<file path="src/rtl/rd_stream_adapter.sv">
// rd_stream_adapter: read-side FIFO output stage presenting popped words on a 2-deep valid/ready stream
module rd_stream_adapter #(
  parameter int DATA_WIDTH = 8
) (
  input  logic                  r_clk,
  input  logic                  r_rst,
  input  logic                  rempty,
  output logic                  rinc,
  input  logic [DATA_WIDTH-1:0] rdata,
  output logic [DATA_WIDTH-1:0] m_data,
  output logic                  m_valid,
  input  logic                  m_ready,
  output logic [1:0]            level
);
  logic [DATA_WIDTH-1:0] r_buf0, r_buf1, w_buf0_nxt, w_buf1_nxt;
  logic [1:0]            r_held, w_held_nxt;
  logic                  r_inflight, w_pop;
  logic [2:0]            w_credit;
  assign m_data  = r_buf0;
  assign m_valid = r_held != 2'd0;
  assign level   = r_held;
  // Issue a read only when the word it returns is guaranteed a slot; arrivals fill buf0 first, then buf1
  always_comb begin
    w_pop      = m_valid & m_ready;
    w_credit   = {1'b0, r_held} + {2'b0, r_inflight} - {2'b0, w_pop};
    rinc       = r_rst & ~rempty & (w_credit < 3'd2);
    w_buf0_nxt = w_pop ? ((r_inflight && r_held == 2'd1) ? rdata : r_buf1)
                       : ((r_inflight && r_held == 2'd0) ? rdata : r_buf0);
    w_buf1_nxt = (r_inflight && (w_pop ? r_held == 2'd2 : r_held != 2'd0)) ? rdata : r_buf1;
    w_held_nxt = r_held + {1'b0, r_inflight} - {1'b0, w_pop};
  end
  // Buffer, occupancy and in-flight tracking; reset discards everything held or in flight
  always_ff @(posedge r_clk) begin
    if (!r_rst) begin
      r_buf0     <= '0;
      r_buf1     <= '0;
      r_held     <= 2'd0;
      r_inflight <= 1'b0;
    end else begin
      r_buf0     <= w_buf0_nxt;
      r_buf1     <= w_buf1_nxt;
      r_held     <= w_held_nxt;
      r_inflight <= rinc;
    end
  end
endmodule

</file>
<file path="config.mk">
export PLATFORM = sky130hd
export DESIGN_NAME = rd_stream_adapter
export DESIGN_NICKNAME = d
export VERILOG_FILES = /design/src/rtl/rd_stream_adapter.sv
export SDC_FILE = /design/constraint.sdc
export NUM_CORES = 1
export LEC_CHECK = 0
export ABC_AREA = 1
export CELL_PAD_IN_SITES_DETAIL_PLACEMENT = 0
export CELL_PAD_IN_SITES_GLOBAL_PLACEMENT = 1
export CORE_ASPECT_RATIO = 1.25
export CORE_UTILIZATION = 38
export CTS_BUF_LIST = sky130_fd_sc_hd__clkbuf_8
export DETAILED_ROUTE_END_ITERATION = 6
export GPL_TIMING_DRIVEN = 0
export HOLD_SLACK_MARGIN = 0.03
export PLACE_DENSITY_LB_ADDON = 0.1
export SYNTH_ARGS = -nofsm -noshare
export SYNTH_HDL_FRONTEND = slang
export SYNTH_SLANG_ARGS = --single-unit
</file>
<file path="constraint.sdc">
create_clock -name r_clk -period 7.4 [get_ports r_clk]
set_input_delay 2.22 -clock r_clk [delete_from_list [all_inputs] [get_ports r_clk]]
set_output_delay 2.22 -clock r_clk [all_outputs]
set_load 0.1 [all_outputs]
</file>
# Yosys cells after proc, flatten, opt, wreduce, memory -nomap -nowiden
# Cells that the tools add are included.
# classes
addsub	4
shift	0
n_eq_ne	2
muxes	4
magnitude_cmp	1
div	0
reduce_logical	6
multipliers	0
bitwise_logic	4
# ops
operator	count
$mux W8	3
$reduce_bool A2 Y1	2
$add A2 B1 Y3	1
$and A1 B1 Y1	3
$logic_and A1 B1 Y1	3
$lt A3 B2 Y1 const B	1
$sub A3 B1 Y3	1
$add A2 B1 Y2	1
$eq A2 B1 Y1 const B	1
$eq A2 B2 Y1 const B	1
$logic_not A2 Y1	1
$sub A2 B1 Y2	1
$mux W1	1
$not A1 Y1	1
# word_totals
output_inout_bits	12
mem_count	0
mem_bits_rw	0
latchBits	0
wordCells	25
mem_bits_ro	0
register_bits	19

# Longest topological paths before layout
# Gate-level depths: netlist of run 1.
# depth
ltp_word	5
mapped_depth	9

# Worst setup path before layout of run 1
# OpenSTA, ideal clock, no wires.
# synth_path
path_kind	input to output
startpoint	input m_ready
endpoint	output rinc
path_stages	9
arrival_time_ns	6.404
t_required_ns	5.180
slack_ns	-1.224
n_path_buf	1
path_cell_list	inv_1 > nor2_4 > buf_4 > ha_1 > inv_1 > ha_1 > fa_1 > xnor2_1 > nor4_1
# synth_between
elab_chain_cells	4
# synth_lines
item	line_no	rtl
start: declaration	12	input logic m_ready,
$and A1 B1 Y1	24	w_pop = m_valid & m_ready;
$sub A3 B1 Y3	25	w_credit = {1'b0, r_held} + {2'b0, r_inflight} - {2'b0, w_pop};
$lt A3 B2 Y1	26	rinc = r_rst & ~rempty & (w_credit < 3'd2);
$and A1 B1 Y1	26	
end: declaration	8	output logic rinc,
# No other way between the ends.

# Final worst setup path of run 1
# layout_path
startpoint	input m_ready
endpoint	output rinc
# layout_between
elab_chain_cells	4
# layout_lines
item	line_no	rtl
$and A1 B1 Y1	24	
$sub A3 B1 Y3	25	
net w_credit[1]	18	logic [2:0] w_credit;
$lt A3 B2 Y1	26	
$and A1 B1 Y1	26	
# The timed path passes the listed nets, and every way through them passes these cells.

==> flow_summary.toml, run 1 <==
[synthesis]
netlist_instances = 130
ys_warn_count = 0
synth.distinct_cells = 22
ys_ff_latch = 19
syn_area_um2 = 943.4
synth.yosys.seq_area_share_pct = 40.32
syn-num-nets = 145
syn_area_per_cell_um2 = 7.257

[flow_run]
cap_violations = 0

[die]
die_y_um = 57.71
dieArea_mm2 = 0.002687
rows = 19
die_x_um = 46.57
design.core.area_mm2 = 0.002282
initial_core_util_pct = 41.34
io_pins = 24

[routing]
wl_per_cell_um = 10.39
drt_iter0_drc = 18
vias = 870
drc = 0
postRouteAntennaNets = 0
routed_via_density = 4.652
wirelength_mm = 1.942
drt-pass1-iter-count = 4

[placement]
gp_congestion = 0.7584
place_ws_ps = -311.8
port_buffers = 22
dp_hpwl_mm = 1.510

[run_status]
outcome = "completed"

[setup_path]
crit_fanout = 10
cp.required_ps = 5180
setup.worst_path.start_class = "input pin"
reg2reg_depth = 8
worstSetupPathType = "in -> out"
crit_path_end_kind = "output pin"
crit_arrival_ps = 4910

[global_routing]
grt_pass1_vias = 811
grt_first_pass_wirelength_mm = 3.456
antenna_found_initial = 0
grt_overflow = 0
grt.total_usage_pct = 17.65
grt_max_degree = 12

[clocking]
numCtsBuffers = 3
cts_root_buf = "clkbuf_8"
clock_path_buffers = 2
cts_sinks = 19
clk_latency_ps = 250
cts_hold_buf = 0
path_clk_slew_ps = 70
cts_tree = "built"
htree_levels = 1

[layout]
final_layout_size_suffix_gt1_share_pct = 11.54
fillers = 245
layout_commonest_cell = "inv_1"
finalNetCount = 172
area_growth_pct = 34.08
layout_common_cells = "inv_1 (24), clkdlybuf4s50_1 (21), dfxtp_1 (19)"
diodes = 0

[sta]
grt_setup_unrepaired = "false"
hold_viol = 0
setup_viol = 0
setup_slack_ps = 266.3
relSlewSlack_pct = 34.85
fmax_mhz = 140.2
layout_min_cycle_time_ps = 7134
drv_slew = 0
fin_skew_ps = 6.246
worst_slew_pin_slew_ps = 974.3
fin_crit_sh_pct = 96.40

[worst_hold_path]
whs_path_depth = 2
hp-class = "reg -> reg"
[kinds of logic after synthesis]
family	share of synthesized area (%)
xor+xnor	0.9286
buf+inv	14.19
compound gates	17.91
simple gates	21.88
flops	40.32
fa+ha+maj	4.774
[repair_timing]
action                                  4_1_cts  5_1_grt
endpoints found under the setup margin        1        0
resized for setup                             3        0
setup buffers                                 0        0
[metrics by stage]
step           TNS (ps)  hold slack, ps  cell area [µm²]  cells  util, %
2_1_floorplan         0           424.3            958.4    130        -
6_report              0           447.1             1265    187    55.43
5_1_grt               0           470.0             1265    187    55.43
4_1_cts               0           450.1             1265    187    55.43
3_3_place_gp     -290.2           434.7             1217    183    53.34
3_5_place_dp     -311.8           439.3             1217    183    53.34
[critical path, cell delays in order]
cell             delay, ps
clkdlybuf4s50_1        480
inv_1                   90
nor2_4                 210
buf_4                  210
ha_1                   240
inv_1                   50
ha_1                   150
fa_1                   470
nor4_4                 220
clkdlybuf4s15_2        580
[cell usage after synthesis]
library cell	instances	area [µm²]
dfxtp_1	19	380.4
buf_2	1	5.000
o21ai_0	8	40.04
a21oi_1	16	80.08
o21ai_1	8	40.04
fa_1	1	20.02
nand3_2	2	20.02
nor4_1	2	12.51
nand2_2	1	6.260
nand2_1	12	45.04
buf_4	2	15.01
nor2_1	16	60.06
nor2_4	2	22.52
clkbuf_2	1	5.000
o21ai_2	1	8.760
inv_2	1	3.750
inv_1	24	90.09
nand3_1	8	40.04
xnor2_1	1	8.760
clkbuf_1	1	3.750
ha_1	2	25.02
buf_6	1	11.26
[layer usage]
metal,vias to the layer above,routed length (µm),GRT usage (%)
li1,464,-,-
met1,380,900,23.05
met2,24,938,27.98
met3,2,87,2.804
met4,0,15,7.563
met5,-,0,0
[worst paths after layout]
check             from          to  slack [ps]
min reg2reg  r_buf1[2]   r_buf1[2]         450
min          r_buf1[2]   r_buf1[2]         450
max            m_ready        rinc         270
max reg2reg   level[0]  r_inflight        5200
[flip-flops by register name, summed over array words and instances (netlist names)]
register    cells
m_data          8
r_buf1          8
r_inflight      1
level           2
[cell type report]
class,instances,area (µm²),area share (%)
multi-input combinational,80,444.2,35.11
clock buffer,3,41.29,3.264
tap,31,38.79,3.066
timing repair buffer,22,221.5,17.51
buffer,6,40.04,3.165
clock inverter,1,5.005,0.3956
inverter,25,93.84,7.418
sequential,19,380.4,30.07
Power of run 1 is not shown: default switching activity piles up to over one toggle a cycle in this logic, so the estimate is an artifact.
==> run 2: changes to the inputs <==
--- a/config.mk
+++ b/config.mk
@@ -6,6 +6,7 @@
 export NUM_CORES = 1
 export LEC_CHECK = 0
 export ABC_AREA = 1
+export ABC_CLOCK_PERIOD_IN_PS = 7400
 export CELL_PAD_IN_SITES_DETAIL_PLACEMENT = 0
 export CELL_PAD_IN_SITES_GLOBAL_PLACEMENT = 1
 export CORE_ASPECT_RATIO = 1.25
@@ -14,7 +15,7 @@
 export DETAILED_ROUTE_END_ITERATION = 6
 export GPL_TIMING_DRIVEN = 0
 export HOLD_SLACK_MARGIN = 0.03
-export PLACE_DENSITY_LB_ADDON = 0.1
+export PLACE_DENSITY = 0.92
 export SYNTH_ARGS = -nofsm -noshare
 export SYNTH_HDL_FRONTEND = slang
 export SYNTH_SLANG_ARGS = --single-unit
==> run 2 against run 1 <==
Net effect: worst hold slack about the same; critical path depth unchanged; via count fell by 3.3%; final cell count did not move; flip-flop and latch count unchanged; clock skew fell by 1.1 ps; non-clock buffer count did not move; utilization is 0.055 points lower; critical path type unchanged; critical endpoint unchanged; largest cell class unchanged.
==> flow_summary.toml, run 2 (synthesis results as in run 1) <==
[clocking]
cts_sinks = 19
cts_root_buf = "clkbuf_8"
clock_path_buffers = 2
cts_tree = "built"
numCtsBuffers = 3
cts_setup_buffers = 0
cts_hold_buf = 0
clk_latency_ps = 260
htree_levels = 1
path_clk_slew_ps = 70
cts_resized = 3

[routing]
drc = 0
wl_per_cell_um = 10.07
vias = 841
drt-pass1-iter-count = 4
postRouteAntennaNets = 0
routed_via_density = 4.497
wirelength_mm = 1.884
drt_iter0_drc = 22

[sta]
grt_setup_unrepaired = "false"
fmax_mhz = 139.6
drv_slew = 0
setup_viol = 0
worst_slew_pin_slew_ps = 966.5
fin_crit_sh_pct = 96.77
fin_skew_ps = 5.188
tns_ps = 0
holdWs_ps = 447.2
relSlewSlack_pct = 35.36
layout_min_cycle_time_ps = 7161
hold_viol = 0

[global_routing]
grt_pass1_vias = 795
antenna_found_initial = 0
grt_first_pass_wirelength_mm = 3.339
grt.total_usage_pct = 16.78
grt_overflow = 0
grt_max_degree = 11

[setup_path]
worst-r2r-setup-slack_ps = 5170
crit_arrival_ps = 4940
crit_fanout = 10
timing.rr.end = "r_inflight"
crit_path_end_kind = "output pin"
worstSetupPathType = "in -> out"
cp.required_ps = 5180
cp_cell_sequence = "clkdlybuf4s50_1, inv_1, nor2_4, buf_4, ha_1, inv_1, ha_1, fa_1, nor4_4, clkdlybuf4s15_2"
cp_slowest_cell = "clkdlybuf4s15_2"
cpPeakStageDelay_ps = 580
timing.rr.start = "level[0]"
reg2reg_depth = 9
setup.worst_path.start_class = "input pin"

[placement]
port_buffers = 22
dp_hpwl_mm = 1.514
placed_area_mm2 = 0.001217
gp_congestion = 0.7328

[layout]
area_growth_pct = 33.95
diodes = 0
layout_common_cells = "inv_1 (25), clkdlybuf4s50_1 (21), dfxtp_1 (19)"
layout_commonest_cell = "inv_1"
fillers = 229
final_layout_size_suffix_gt1_share_pct = 10.90
finalNetCount = 172
finalInstanceArea_mm2 = 0.001264

[worst_hold_path]
hold_start = "r_buf1[2]"
min_to = "r_buf1[2]"
whs_path_depth = 2
hp-class = "reg -> reg"

[die]
initial_core_util_pct = 41.34
design.core.area_mm2 = 0.002282
rows = 19
die_y_um = 57.71
io_pins = 24
die_x_um = 46.57
dieArea_mm2 = 0.002687

[flow_run]
cap_violations = 0

[run_status]
outcome = "completed"
run 2: cell count changes in the layout (fill, tap and decap cells not counted):
cell / previous run / this run
inv_1: 24 / 25
clkinv_2: 1 / 0
run 2: worst max-delay path by stage:
stage | from | endpoint | slack (ps) | cells after the start
floorplan | m_ready | rinc | 590 | 9
global placement | m_ready | rinc | -300 | 10
detailed placement | m_ready | rinc | -350 | 10
CTS | m_ready | rinc | 220 | 10
global route | m_ready | rinc | 120 | 10
finish | m_ready | rinc | 240 | 10
run 2: final cells by class:
| type | count | area (µm²) | share of cell area (%) |
|---|---|---|---|
| multi-input cells | 80 | 444.2 | 35.15 |
| flip-flops and latches | 19 | 380.4 | 30.10 |
| repair buffers | 22 | 221.5 | 17.52 |
| inverters | 25 | 93.84 | 7.426 |
| clock buffers | 3 | 41.29 | 3.267 |
| plain buffers | 6 | 40.04 | 3.168 |
| well taps | 31 | 38.79 | 3.069 |
| clock inverters | 1 | 3.754 | 0.2970 |
run 2: per-stage QoR:
stage               std cells  setup WS [ps]  util (%)
floorplan                 130          585.6         -
global placement          183         -296.3     53.34
detailed placement        183         -350.7     53.34
CTS                       187          218.1     55.37
global route              187          124.3     55.37
finish                    187          239.1     55.37
run 2: critical path: cells and delay by family:
family / cells / cell delay [ps]
adder cells (fa/ha/maj): 3 / 870
buffers and inverters: 5 / 1410
AND/OR/NAND/NOR: 2 / 420
run 2: metal layers:
metal	routed length [µm]	vias up	global-route usage, %
met5	0	-	0
met4	31	0	7.563
met3	57	4	2.804
met2	865	16	25.79
met1	930	359	22.42
li1	-	462	-
Power of run 2 is left out for the same reason.
